**src/rtl/uart_pkg.sv**
```systemverilog
// Shared UART definitions: FSM state encoding, line-control field positions and a
// parity helper used by both the transmitter and the receiver.
package uart_pkg;

  typedef enum logic [2:0] {
    ST_IDLE,
    ST_LOAD,
    ST_START,
    ST_DATA,
    ST_PARITY,
    ST_STOP
  } uart_state_e;

  localparam int LCR_WLS_LO = 0;
  localparam int LCR_WLS_HI = 1;
  localparam int LCR_STB    = 2;
  localparam int LCR_PEN    = 3;
  localparam int LCR_EPS    = 4;
  localparam int LCR_STICK  = 5;
  localparam int LCR_BRK    = 6;

  // Parity over the active word length only; stick parity ignores the data.
  function automatic logic frame_parity(input logic [7:0] data, input logic [5:0] fmt);
    logic [7:0] mask;
    mask = 8'hFF >> (2'd3 - fmt[LCR_WLS_HI:LCR_WLS_LO]);
    if (fmt[LCR_STICK]) begin
      return ~fmt[LCR_EPS];
    end
    return fmt[LCR_EPS] ? ^(data & mask) : ~^(data & mask);
  endfunction

endpackage

```
**src/rtl/uart_sync_fifo.sv**
```systemverilog
// Single-clock FIFO with registered read data, registered flags and occupancy.
// A push is accepted when not full, or when a pop frees a slot in the same cycle.
module uart_sync_fifo #(
  parameter int DATA_W     = 8,
  parameter int FIFO_DEPTH = 16,
  parameter int AW         = 4
) (
  input  logic              clk,
  input  logic              rst_ni,
  input  logic              push_i,
  input  logic              pop_i,
  input  logic [DATA_W-1:0] wdata_i,
  output logic [DATA_W-1:0] rdata_o,
  output logic              full_o,
  output logic              empty_o,
  output logic [AW:0]       level_o
);

  localparam logic [AW:0] DEPTH_V = (AW+1)'(FIFO_DEPTH);

  logic [DATA_W-1:0] mem_q [FIFO_DEPTH];
  logic [DATA_W-1:0] rdata_q;
  logic [AW-1:0]     wr_ptr_q;
  logic [AW-1:0]     rd_ptr_q;
  logic [AW:0]       level_q;
  logic [AW:0]       level_d;
  logic              full_q;
  logic              empty_q;
  logic              wr_ok;
  logic              rd_ok;

  assign rd_ok = pop_i && !empty_q;
  assign wr_ok = push_i && (!full_q || rd_ok);

  always_comb begin
    level_d = level_q;
    if (wr_ok && !rd_ok) begin
      level_d = level_q + 1'b1;
    end else if (!wr_ok && rd_ok) begin
      level_d = level_q - 1'b1;
    end
  end

  always_ff @(posedge clk or negedge rst_ni) begin
    if (!rst_ni) begin
      wr_ptr_q <= '0;
      rd_ptr_q <= '0;
      level_q  <= '0;
      full_q   <= 1'b0;
      empty_q  <= 1'b1;
    end else begin
      if (wr_ok) wr_ptr_q <= wr_ptr_q + 1'b1;
      if (rd_ok) rd_ptr_q <= rd_ptr_q + 1'b1;
      level_q <= level_d;
      full_q  <= (level_d == DEPTH_V);
      empty_q <= (level_d == '0);
    end
  end

  // Storage kept out of the reset domain so it maps onto block RAM; a write and
  // read of the same slot in one cycle returns the old contents.
  always_ff @(posedge clk) begin
    if (wr_ok) mem_q[wr_ptr_q] <= wdata_i;
    if (rd_ok) rdata_q <= mem_q[rd_ptr_q];
  end

  assign rdata_o = rdata_q;
  assign full_o  = full_q;
  assign empty_o = empty_q;
  assign level_o = level_q;

endmodule

```
**src/rtl/uart_tx_fifo.sv**
```systemverilog
// UART transmitter fed from an internal FIFO; frame format is captured per frame
// from lcr, while the break bit acts live on the line.
module uart_tx_fifo
  import uart_pkg::*;
#(
  parameter int OSR        = 16,
  parameter int FIFO_DEPTH = 16,
  parameter int AW         = 4
) (
  input  logic        clk,
  input  logic        reset,
  input  logic        bclk,
  input  logic [7:0]  din,
  input  logic        wr_en,
  input  logic [7:0]  lcr,
  output logic        tx,
  output logic        full,
  output logic        thre,
  output logic        temt,
  output logic        overrun,
  output logic [AW:0] level
);

  localparam int TW = $clog2(2*OSR) + 1;
  localparam logic [TW-1:0] BIT_LAST    = TW'(OSR - 1);
  localparam logic [TW-1:0] STOP15_LAST = TW'(OSR + OSR/2 - 1);
  localparam logic [TW-1:0] STOP2_LAST  = TW'(2*OSR - 1);

  uart_state_e   state_q, state_d;
  logic [TW-1:0] tick_q, tick_d;
  logic [2:0]    bit_q, bit_d;
  logic [7:0]    shift_q, shift_d;
  logic [5:0]    fmt_q, fmt_d;
  logic          par_q, par_d;
  logic          tx_q;
  logic          overrun_q;

  logic          fifo_pop;
  logic          fifo_full;
  logic          fifo_empty;
  logic [7:0]    fifo_rdata;
  logic          line;
  logic          tick_last;
  logic [TW-1:0] stop_last;
  logic [2:0]    bit_last;
  logic          lcr_unused;

  assign lcr_unused = lcr[7];
  assign fifo_pop   = (state_q == ST_IDLE) && !fifo_empty;

  uart_sync_fifo #(
    .DATA_W    (8),
    .FIFO_DEPTH(FIFO_DEPTH),
    .AW        (AW)
  ) u_fifo (
    .clk    (clk),
    .rst_ni (reset),
    .push_i (wr_en),
    .pop_i  (fifo_pop),
    .wdata_i(din),
    .rdata_o(fifo_rdata),
    .full_o (fifo_full),
    .empty_o(fifo_empty),
    .level_o(level)
  );

  assign tick_last = (tick_q == BIT_LAST);
  assign bit_last  = 3'd4 + {1'b0, fmt_q[LCR_WLS_HI:LCR_WLS_LO]};

  // 1.5 stop bits only exist for 5-bit words; other STB formats use two.
  always_comb begin
    stop_last = BIT_LAST;
    if (fmt_q[LCR_STB]) begin
      stop_last = (fmt_q[LCR_WLS_HI:LCR_WLS_LO] == 2'd0) ? STOP15_LAST : STOP2_LAST;
    end
  end

  always_comb begin
    state_d = state_q;
    tick_d  = tick_q;
    bit_d   = bit_q;
    shift_d = shift_q;
    fmt_d   = fmt_q;
    par_d   = par_q;
    line    = 1'b1;
    case (state_q)
      ST_IDLE: begin
        if (!fifo_empty) state_d = ST_LOAD;
      end
      ST_LOAD: begin
        shift_d = fifo_rdata;
        fmt_d   = lcr[5:0];
        par_d   = frame_parity(fifo_rdata, lcr[5:0]);
        tick_d  = '0;
        bit_d   = '0;
        state_d = ST_START;
      end
      ST_START: begin
        line = 1'b0;
        if (bclk) begin
          tick_d = tick_last ? '0 : tick_q + 1'b1;
          if (tick_last) state_d = ST_DATA;
        end
      end
      ST_DATA: begin
        line = shift_q[0];
        if (bclk) begin
          tick_d = tick_last ? '0 : tick_q + 1'b1;
          if (tick_last) begin
            shift_d = shift_q >> 1;
            if (bit_q == bit_last) begin
              bit_d   = '0;
              state_d = fmt_q[LCR_PEN] ? ST_PARITY : ST_STOP;
            end else begin
              bit_d = bit_q + 1'b1;
            end
          end
        end
      end
      ST_PARITY: begin
        line = par_q;
        if (bclk) begin
          tick_d = tick_last ? '0 : tick_q + 1'b1;
          if (tick_last) state_d = ST_STOP;
        end
      end
      ST_STOP: begin
        line = 1'b1;
        if (bclk) begin
          if (tick_q == stop_last) begin
            tick_d  = '0;
            state_d = ST_IDLE;
          end else begin
            tick_d = tick_q + 1'b1;
          end
        end
      end
      default: state_d = ST_IDLE;
    endcase
  end

  always_ff @(posedge clk or negedge reset) begin
    if (!reset) begin
      state_q   <= ST_IDLE;
      tick_q    <= '0;
      bit_q     <= '0;
      shift_q   <= '0;
      fmt_q     <= '0;
      par_q     <= 1'b0;
      tx_q      <= 1'b1;
      overrun_q <= 1'b0;
    end else begin
      state_q   <= state_d;
      tick_q    <= tick_d;
      bit_q     <= bit_d;
      shift_q   <= shift_d;
      fmt_q     <= fmt_d;
      par_q     <= par_d;
      tx_q      <= lcr[LCR_BRK] ? 1'b0 : line;
      overrun_q <= wr_en && fifo_full && !fifo_pop;
    end
  end

  assign tx      = tx_q;
  assign full    = fifo_full;
  assign thre    = fifo_empty;
  assign temt    = fifo_empty && (state_q == ST_IDLE);
  assign overrun = overrun_q;

endmodule
```
**config.mk**
```make
export PLATFORM = sky130hd
export DESIGN_NAME = uart_tx_fifo
export DESIGN_NICKNAME = d
export VERILOG_FILES = /design/src/rtl/uart_pkg.sv /design/src/rtl/uart_sync_fifo.sv /design/src/rtl/uart_tx_fifo.sv
export SDC_FILE = /design/constraint.sdc
export NUM_CORES = 1
export LEC_CHECK = 0
export BUFFER_PORTS_ARGS = -buffer_cell sky130_fd_sc_hd__buf_2
export CAP_MARGIN = 20
export CORE_ASPECT_RATIO = 2
export CORE_MARGIN = 2
export CORE_UTILIZATION = 45
export DETAILED_ROUTE_END_ITERATION = 16
export PLACE_DENSITY = 0.65
export SYNTH_ARGS = -nofsm -noshare
export SYNTH_HDL_FRONTEND = slang
export SYNTH_SLANG_ARGS = --single-unit
```
**constraint.sdc**
```tcl
create_clock -name clk -period 2.6 [get_ports clk]
set_clock_uncertainty 0.1 [all_clocks]
set_input_delay 0.26 -clock clk [delete_from_list [all_inputs] [get_ports clk]]
set_output_delay 0.26 -clock clk [all_outputs]
set_load 0.1 [all_outputs]
```
==> run summary, run 1 <==
CTS H-tree lvls = 4
Sequential share of power = 0.431
Setup TNS = 0 ns
Die Footprint = 17900 um2
Vias in the first global route = 4175
Largest family of logic cells by synthesized area = multiplexers
Core Rows = 67
Synth Instances = 448
Fin crit share = 0.8975
PwrDens = 1039 nW/um2
IO buf count = 28
Beginning of the worst hold path = lcr[1]
Max-Cap Viols = 0
Sequential cell area fraction in the yosys report = 0.6801
Worst R2R End = u_fifo.mem_q[2][1]
Remaining global-route overflow = 0
Area delta synth->final = 15.62%
Worst skew pair latency = 0.42 ns
Ports = 30
CTS resizes = 0
Worst EP arrival = 2.35 ns
Final Util = 0.5262
Adder-cell share of the synthesized area = 0.01491
Gate power share = 0.292
Flops & latches, synth = 178
Worst-path clk slew = 0.07 ns
Post-route worst setup slack = 0.2666 ns
Final ANT Viol Nets = 0
CTS root buffer = clkbuf_16
Setup Slack @ Placement = 0.2779 ns
Distinct cell type count after synthesis = 65
Multi-input gate area = 2270 um2
Initial antenna violation count = 0
Remaining DRCs = 0
Crit path max fanout = 8
Final hold slack = 0.03142 ns
FF/Latch Area = 5144 um2
Total track usage = 0.1678
Final GP Congestion = 0.8151
Post-Synth XOR/XNOR Area = 0.02485
M2 GR Usage = 0.2751
Worst path slowest cell = or4_1
Hold endpoint = fmt_q[1]
Net Sw Frac = 0.3304
Filler instances = 1326
Crit Path Category = reg2reg
Drt wl/cell = 18.96 um
Max clock buf depth = 2
Via count = 3981
Slew HR = 0.5823
Area fraction in compound gates after synthesis = 0.05483
FF-to-FF Start = u_fifo.empty_o
Post-synthesis simple-gate area fraction = 0.06560
Post-synthesis async set-or-reset flop share = 0.2360
Die height = 187.2 um
Synth Flop Type = edfxtp_1
Syn nets = 477
Hold depth = 2
Top cell family by delay on the critical path = simple AND/OR/NAND/NOR gates
LEAKAGE = 0.003114 uW
Nets = 532
Status = finished clean
Cell Chain, Critical Path = or4_1 -> a21boi_2 -> nand2_1 -> nor3_1 -> buf_4
Ant. Diodes = 0
Syn. warnings = 0
Clock share of power = 0.277
CP Launch Type = flop
Commonest cells in the netlist = edfxtp_1 (136), dfrtp_1 (40), mux4_2 (40)
Multiplexer share of the synthesized area = 0.1358
DR iter-0 viols = 202
Hold Fails Final Rpt = 0
CTS sink count = 178
Core Region = 16600 um2
Grt met3 use = 0.03304
Crit path time final = 2.333 ns
Largest net degree at the start of global routing = 36
CP Buf/Inv Count = 1
GRT Max-Usage Layer = met2
CP max stage delay = 0.59 ns
Worst R2R Setup Slack = 0.27 ns
Mapped Area = 7553 um2
Critical Path End Type = flop
Peak supply drop = 549.4 uV
Max Transition Viols Final = 0
Avg Cell Area, Syn = 16.86 um2
CP Data Required Time = 2.62 ns
RSZ-0062 raised after global routing = no
Post-DR vias/cell = 5.506
Final setup viols = 0
First-pass GRT wire length = 22.69 mm
EDFF count, synth = 136
Pint = 6077 uW
Top-count cell post-synth = edfxtp_1
Die width = 95.61 um
M1 GR Usage = 0.2295
Max Clk Rate = 0.4286 GHz
CTS tree = built
Router iterations before antenna repair = 4
Reg2Reg Depth = 5
P_sw = 2998 uW
Area contributors post-synth = edfxtp_1 (54%), dfrtp_1 (13%), mux4_2 (12%)
Yosys top cell area share = 0.5407
Share of cells above drive strength 1 = 0.2965
Initial Util = 0.4551
CTS Buf Count = 17
Hpwl dp = 9.379 mm
Hold Path Class = in2reg
Total Routed Length = 13.71 mm
Worst-margin pin slew = 0.6265 ns
Synth area leader = edfxtp_1
-- power groups by stage --
| stage | sequential (uW) | clock (uW) | combinational, uW |
|---|---|---|---|
| after floorplan | 4210 | 0 | 1720 |
| after global placement | 3950 | 0 | 2630 |
| after detailed placement | 3980 | 0 | 2680 |
| after CTS | 3920 | 2560 | 2690 |
| after global routing | 3980 | 2680 | 2890 |
| final | 3910 | 2510 | 2650 |
-- area by class of cell --
class,count,area share
sequential,178,0.5890
multi-input combinational,234,0.2599
clock buffer,18,0.04914
timing repair buffer,60,0.04756
tap,207,0.02966
clock inverter,14,0.01905
inverter,12,0.005731
-- worst max-delay path by stage --
stage	slack [ns]	endpoint	from	cells past startpoint
after floorplan	-0.18	u_fifo.mem_q[1][0]	u_fifo.empty_o	5
after global routing	0.11	u_fifo.empty_o	u_fifo.empty_o	7
after CTS	0.25	u_fifo.mem_q[2][7]	u_fifo.empty_o	5
after global placement	0.29	u_fifo.mem_q[3][5]	u_fifo.empty_o	5
final	0.27	u_fifo.mem_q[2][1]	u_fifo.empty_o	5
after detailed placement	0.28	u_fifo.mem_q[2][5]	u_fifo.empty_o	5
-- metrics by stage --
stage          std cells  power (uW)  area, um2
6_report             723        9075       8733
3_3_place_gp         687        6581       8098
5_1_grt              723        9544       8733
4_1_cts              723        9169       8733
2_1_floorplan        448        5929       7592
3_5_place_dp         687        6658       8098
-- state kept, by name (all words and copies together) (netlist names) --
signal and count:
u_fifo.mem_q 128, u_fifo.wr_ptr_q 4, overrun 1, tx 1, bit_q 3, fmt_q 4
u_fifo.full_o 1, u_fifo.level_o 5, u_fifo.rdata_o 8, u_fifo.empty_o 1, tick_q 6, par_q 1
shift_q 8, u_fifo.rd_ptr_q 4, state_q 3
-- placed cells by master, fill, tap and decap left out, drive strengths merged, types with 3 or more instances in the layout --
| cell | instances |
|---|---|
| or3 | 4 |
| nor2 | 23 |
| nor3 | 10 |
| nand3 | 8 |
| buf | 56 |
| mux2 | 4 |
| a21oi | 7 |
| inv | 18 |
| dlygate4sd3 | 4 |
| nor4b | 3 |
| nor4 | 3 |
| nand2 | 28 |
| o21ai | 22 |
| o31ai | 3 |
| mux2i | 8 |
| clkbuf | 18 |
| clkinv | 7 |
| nor3b | 3 |
| mux4 | 40 |
| edfxtp | 136 |
| ha | 9 |
| dfrtp | 40 |
| nand2b | 3 |
| xnor2 | 16 |
-- cells by family (layout without fill, tap and decap cells) --
kind of cell / count (synthesis) / count (layout)
AO/OA/AOI/OAI: 59 / 59
XOR/XNOR: 19 / 19
adder cells (fa/ha/maj): 9 / 9
buffers and inverters: 36 / 104
flip-flops: 178 / 178
multiplexers: 52 / 52
AND/OR/NAND/NOR: 95 / 95
-- worst register-to-register path, stage by stage (launching register included) --
cell      delay, ns
dfstp_4        0.47
or4_1          0.59
a21boi_2       0.27
nand2_1        0.17
nor3_1         0.19
buf_4          0.23
-- repair_timing --
item,CTS,global route
buffers inserted,0,0
hold buffers,4,0
hold endpoints to repair,22,0
-- layer usage --
layer / vias up / wire [um]
met5: - / 0
met4: 0 / 148
met3: 14 / 363
met2: 62 / 7271
met1: 2040 / 5927
li1: 1865 / -
Note: power is estimated with default switching activity, not from simulation.
==> inputs of run 2 (changes only) <==
Settings changed: ABC_AREA set to 1, PLACE_DENSITY 0.65 to 0.64.
==> run 2 against run 1 <==
  * Flip-flop and latch count is the same
  * Combinational power grew 48%
  * Final cell count grew 30%
  * Sequential share of layout area shrank 1.5 points
  * Global-route usage grew 2.5 points
  * Critical endpoint is now u_fifo.rdata_o[5]
  * Critical path depth grew 1
  * Highest routed layer unchanged
  * Non-clock buffer count shrank 1
==> run summary, run 2 <==
Router iterations before antenna repair = 4 (unchanged)
Largest register by flop count = u_fifo.mem_q
Crit Path Category = reg2reg
Hold Fails Final Rpt = 0 (unchanged)
Post-synthesis async set-or-reset flop share = 0.2360 (unchanged)
Max Clk Rate = 0.4584 GHz (+7.0%)
Vias in the first global route = 5304 (+27%)
Synth Flop Type = edfxtp_1
Max clock buf depth = 2 (unchanged)
Peak supply drop = 592.0 uV (+7.8%)
Synth Instances = 664 (+48%)
Slew HR = 0.4304 (-0.1520)
Post-DR vias/cell = 5.463 (-0.78%)
RSZ-0062 raised after global routing = no
Final ANT Viol Nets = 0 (unchanged)
Sequential cell area fraction in the yosys report = 0.6565 (-0.02360)
Final Cell Area = 8954 um2 (+2.5%)
Commonest non-fill, non-tap cells in the layout = edfxtp_1 (136), nand2_1 (97), nor2_1 (93), o21ai_0 (49), inv_1 (44)
Max-Cap Viols = 0 (unchanged)
Remaining DRCs = 0 (unchanged)
Ant. Diodes = 0 (unchanged)
Top-count cell post-synth = edfxtp_1
Syn. warnings = 0 (unchanged)
Share of cells above drive strength 1 = 0.1591 (-0.1374)
Ports = 30 (unchanged)
PwrDens = 1169 nW/um2 (+13%)
Avg Cell Area, Syn = 11.78 um2 (-30%)
Commonest non-fill, non-tap cell in the layout = edfxtp_1
Area contributors post-synth = edfxtp_1 (52%), dfrtp_1 (13%), nand2_1 (4.7%)
Setup TNS = 0 ns (unchanged)
Core Region = 17190 um2 (+3.5%)
Final setup viols = 0 (unchanged)
Cell Chain, Critical Path = inv_2 -> buf_4 -> nor2_1 -> o32ai_1 -> o211ai_1 -> nand2_1
Crit path max fanout = 24 (+16)
Synth area leader = edfxtp_1
Via count = 5130 (+29%)
Die Footprint = 18520 um2 (+3.5%)
Final GP Congestion = 0.9060 (+11%)
CP Launch Type = flop
DR iter-0 viols = 340 (+68%)
Drt wl/cell = 18.16 um (-4.3%)
CTS root buffer = clkbuf_16
Commonest cells in the netlist = edfxtp_1 (136), nand2_1 (97), nor2_1 (94)
Worst path slowest cell = o32ai_1
Total Power = 10470 uW (+15%)
Die height = 190.5 um (+1.7%)
Hpwl dp = 11.96 mm (+27%)
Worst-margin pin slew = 0.8545 ns (+0.2280 ns)
Nets = 745 (+40%)
Final Non-Filler Cells = 939 (+30%)
Area delta synth->final = 14.42%
CTS Buf Count = 17 (unchanged)
Placed cell count = 900 (+31%)
Initial Util = 0.4553 (about the same)
Worst skew pair latency = 0.43 ns (about the same)
Largest register FFs = 128 (unchanged)
Die width = 97.25 um (+1.7%)
Core Rows = 68 (+1.5%)
Max Transition Viols Final = 0 (unchanged)
IO buf count = 28 (unchanged)
Crit path time final = 2.181 ns (-0.1522 ns)
Cell area after placement = 8309 um2 (+2.6%)
Fin crit share = 0.8390 (-0.05852)
Total Routed Length = 17.05 mm (+24%)
Flops & latches, synth = 178 (unchanged)
Status = finished clean
CTS tree = built
Syn nets = 693 (+45%)
Distinct cell type count after synthesis = 44 (-32%)
Hold Path Class = in2reg
Critical Path End Type = flop
Largest net degree at the start of global routing = 68 (+89%)
Final hold slack = 0.04155 ns (+0.01013 ns)
Mapped Area = 7825 um2 (+3.6%)
First-pass GRT wire length = 27.30 mm (+20%)
CP Data Required Time = 2.80 ns (+0.18 ns)
CTS sink count = 178 (unchanged)
Total track usage = 0.1928 (+0.02498)
CP max stage delay = 0.46 ns (-0.13 ns)
Worst-path clk slew = 0.07 ns (about the same)
Initial antenna violation count = 0 (unchanged)
EDFF count, synth = 136 (unchanged)
Worst EP arrival = 2.38 ns (+0.03 ns)
Remaining global-route overflow = 0 (unchanged)
CTS H-tree lvls = 4 (unchanged)
Yosys top cell area share = 0.5219 (-0.01876)
LEAKAGE = 0.003468 uW (+11%)
[run 2: report_power, final]
part	total, uW	internal (uW)	switching, uW
clock	2470	1390	1080
sequential	4080	3680	399
combinational	3920	1220	2700
total	10500	6280	4180
[run 2: final cells by class]
cell class	instances	area [um2]
Clock buffer	19	452.9
Clock inverter	13	121.4
Fill cell	1482	8233
Inverter	53	203.9
Multi-Input combinational cell	407	2359
Sequential cell	178	5139
Tap cell	210	262.8
Timing Repair Buffer	59	415.4
[run 2: worst paths after layout]
path                                    start                 to  slack [ns]  cells past startpoint
max                        u_fifo.rd_ptr_q[0]  u_fifo.rdata_o[5]        0.42                      6
min                                     wr_en            overrun        0.04                      3
max reg2reg                u_fifo.rd_ptr_q[0]  u_fifo.rdata_o[5]        0.42                      6
min reg2reg                        state_q[0]         state_q[0]        0.39                      2
max in group asynchronous               reset            overrun        1.42                      3
min in group asynchronous               reset          tick_q[4]        0.34                      2
[run 2: stage by stage]
stage	util	setup slack [ns]
finish	0.5210	0.4187
global placement	0.4835	0.4810
detailed placement	0.4835	0.4380
floorplan	-	0.08620
global route	0.5210	0.2824
CTS	0.5210	0.4206
[run 2: per-layer routing]
layer | vias to the layer above | wire (um) | global-route usage
met5 | - | 0 | 0
met4 | 0 | 790 | 0.09455
met3 | 36 | 542 | 0.03666
met2 | 130 | 9869 | 0.3833
met1 | 2496 | 5847 | 0.1848
li1 | 2468 | - | -
[run 2: repair_timing]
| action | CTS | global route |
|---|---|---|
| hold endpoints to repair | 36 | 0 |
| setup buffers | 0 | 0 |
| hold buffers | 7 | 0 |
| gates resized for setup | 0 | 0 |
[run 2: worst max-delay path, delay by kind of cell, from the launching register on]
kind	cells	cell delay (ns)
and+or+nand+nor	2	0.18
AOI/OAI and AO/OA	2	0.66
buffers and inverters	2	0.67
DFF	1	0.43
[run 2: cell families after synthesis]
| kind of cell | share of synthesized area |
|---|---|
| fa+ha+maj | 0.01439 |
| flops | 0.6565 |
| buf+inv | 0.04237 |
| xor+xnor | 0.01679 |
| simple gates | 0.1492 |
| mux | 0.02430 |
| compound gates | 0.09642 |
==> inputs of run 3 (changes only) <==
Clock period 2.6 ns to 1.77 ns, I/O delays scaled along.
==> run 3 against run 2 <==
  * The run now ends with negative setup slack left
  * Die area stayed put
  * Flip-flop and latch count did not move
  * Via count grew 5.0%
  * Register-to-register slack lost 0.44 ns
  * Core utilization increased by 5.2 points
  * Maximum frequency is 22% higher
  * Critical path depth up 2
  * Critical path type unchanged
  * Largest cell class unchanged
  * Combinational power increased by 98%
==> run summary, run 3 (synthesis results as in run 2) <==
Max-Cap Viols = 0 (unchanged)
Placed cell count = 916 (+1.8%)
Commonest non-fill, non-tap cell in the layout = edfxtp_1
Largest net degree at the start of global routing = 53 (-22%)
FF-to-FF Start = tick_q[0]
Worst-margin pin slew = 0.4909 ns (-0.3636 ns)
Pint = 10590 uW (+68%)
Net Sw Frac = 0.3956 (-0.004089)
Setup TNS = -0.03313 ns (-0.03313 ns)
Max clock buf depth = 2 (unchanged)
Slew HR = 0.6750 (+0.2446)
Largest register by flop count = u_fifo.mem_q
Remaining global-route overflow = 0 (unchanged)
Crit path time final = 1.791 ns (-0.3904 ns)
Reg2Reg Depth = 8 (+2)
Post-route worst setup slack = -0.02087 ns (-0.4396 ns)
Worst R2R Setup Slack = -0.02 ns (-0.44 ns)
First-pass GRT wire length = 29.18 mm (+6.9%)
P_sw = 6932 uW (+66%)
Worst EP arrival = 2.05 ns (-0.33 ns)
Max Transition Viols Final = 0 (unchanged)
Final ANT Viol Nets = 0 (unchanged)
PwrDens = 1780 nW/um2 (+52%)
CTS Buf Count = 17 (unchanged)
Setup Slack @ Placement = -0.02947 ns (-0.4675 ns)
Post-DR vias/cell = 5.497 (+0.62%)
Die height = 190.5 um (unchanged)
LEAKAGE = 0.003755 uW (+8.2%)
Failing checks = negative setup slack
CTS sink count = 178 (unchanged)
Final Cell Area = 9841 um2 (+9.9%)
CTS root buffer = clkbuf_16
Drt wl/cell = 19.14 um (+5.4%)
Ports = 30 (unchanged)
Crit Path Category = reg2reg
Hold Path Class = in2reg
Router iterations before antenna repair = 4 (unchanged)
Fin crit share = 1.012 (+0.1728)
CTS H-tree lvls = 4 (unchanged)
Hpwl dp = 12.89 mm (+7.8%)
CP Data Required Time = 2.02 ns (-0.78 ns)
CP Launch Type = flop
Via count = 5387 (+5.0%)
Final setup viols = 2 (+2)
Largest register FFs = 128 (unchanged)
DR iter-0 viols = 270 (-21%)
Worst skew pair latency = 0.42 ns (about the same)
Sequential share of power = 0.340 (-0.050)
CTS tree = built
Beginning of the worst hold path = lcr[5]
Share of cells above drive strength 1 = 0.2805 (+0.1214)
Hold endpoint = par_q
Worst R2R End = shift_q[6]
Initial Util = 0.4553 (unchanged)
IO buf count = 28 (unchanged)
Hold Fails Final Rpt = 0 (unchanged)
Ant. Diodes = 0 (unchanged)
Status = finished with violations
Total Routed Length = 18.75 mm (+10%)
Final hold slack = 0.02841 ns (-0.01314 ns)
Core Region = 17190 um2 (unchanged)
Peak supply drop = 1028 uV (+74%)
Total track usage = 0.2061 (+0.01326)
Crit path from = tick_q[0]
Gate power share = 0.443 (+0.069)
Max Clk Rate = 0.5584 GHz (+22%)
Die width = 97.25 um (unchanged)
Cell area after placement = 8726 um2 (+5.0%)
Core Rows = 68 (unchanged)
Die Footprint = 18520 um2 (unchanged)
Critical Path End Type = flop
RSZ-0062 raised after global routing = yes
Crit path max fanout = 5 (-79%)
Hold depth = 5 (+2)
Area delta synth->final = 25.76%
Final GP Congestion = 0.8465 (-6.6%)
Clock share of power = 0.217 (-0.019)
Final Non-Filler Cells = 980 (+4.4%)
Initial antenna violation count = 0 (unchanged)
Commonest non-fill, non-tap cells in the layout = edfxtp_1 (136), nand2_1 (86), nor2_1 (68), buf_4 (50), inv_1 (42)
Nets = 787 (+5.6%)
Remaining DRCs = 0 (unchanged)
Worst-path clk slew = 0.07 ns (about the same)
Vias in the first global route = 5709 (+7.6%)
run 3: final cells by class:
class | instances | area (um2)
Timing Repair Buffer | 101 | 888.4
Tap cell | 210 | 262.8
Clock inverter | 13 | 161.4
Multi-Input combinational cell | 407 | 2728
Sequential cell | 178 | 5152
Fill cell | 1376 | 7346
Clock buffer | 18 | 429.2
Inverter | 53 | 219.0
run 3: critical path, stage by stage, from the launching register on:
cell       delay, ns
dfrtp_1         0.40
ha_4            0.17
nand2_4         0.07
nor4_4          0.21
nand2_2         0.12
a21oi_4         0.28
clkbuf_16       0.21
o211ai_1        0.09
o21ai_1         0.08
run 3: through the flow:
stage	total power, uW	util
2_1_floorplan	10600	-
3_3_place_gp	12610	0.5077
3_5_place_dp	12850	0.5077
4_1_cts	16850	0.5523
5_1_grt	18470	0.5726
6_report	17520	0.5726
run 3: how the worst max path moves through the flow:
stage | endpoint | slack (ns)
after floorplan | u_fifo.mem_q[11][0] | -0.08
after global placement | u_fifo.mem_q[5][2] | 0.01
after detailed placement | shift_q[4] | -0.03
after CTS | temt | -0.05
after global routing | shift_q[6] | -0.13
final | shift_q[6] | -0.02
run 3: power groups by stage:
| stage | clock network, uW | registers (uW) | logic (uW) |
|---|---|---|---|
| floorplan | 0 | 6390 | 4210 |
| global placement | 0 | 5970 | 6640 |
| detailed placement | 0 | 6010 | 6840 |
| CTS | 3860 | 5930 | 7060 |
| global route | 4030 | 6030 | 8410 |
| finish | 3800 | 5950 | 7770 |
run 3: what timing repair did:
| action | CTS | global route |
|---|---|---|
| cloned | 0 | 3 |
| hold buffers | 8 | 0 |
| resized for setup | 9 | 52 |
| buffers inserted | 7 | 15 |
| pin swaps | 9 | 12 |
| endpoints found under the hold margin | 47 | 0 |
| endpoints found under the setup margin | 66 | 151 |
run 3: metal layers:
layer,part of all wire,track usage
met1,0.33,0.1974
met2,0.56,0.3870
met3,0.034,0.03592
met4,0.073,0.1512
met5,0,0
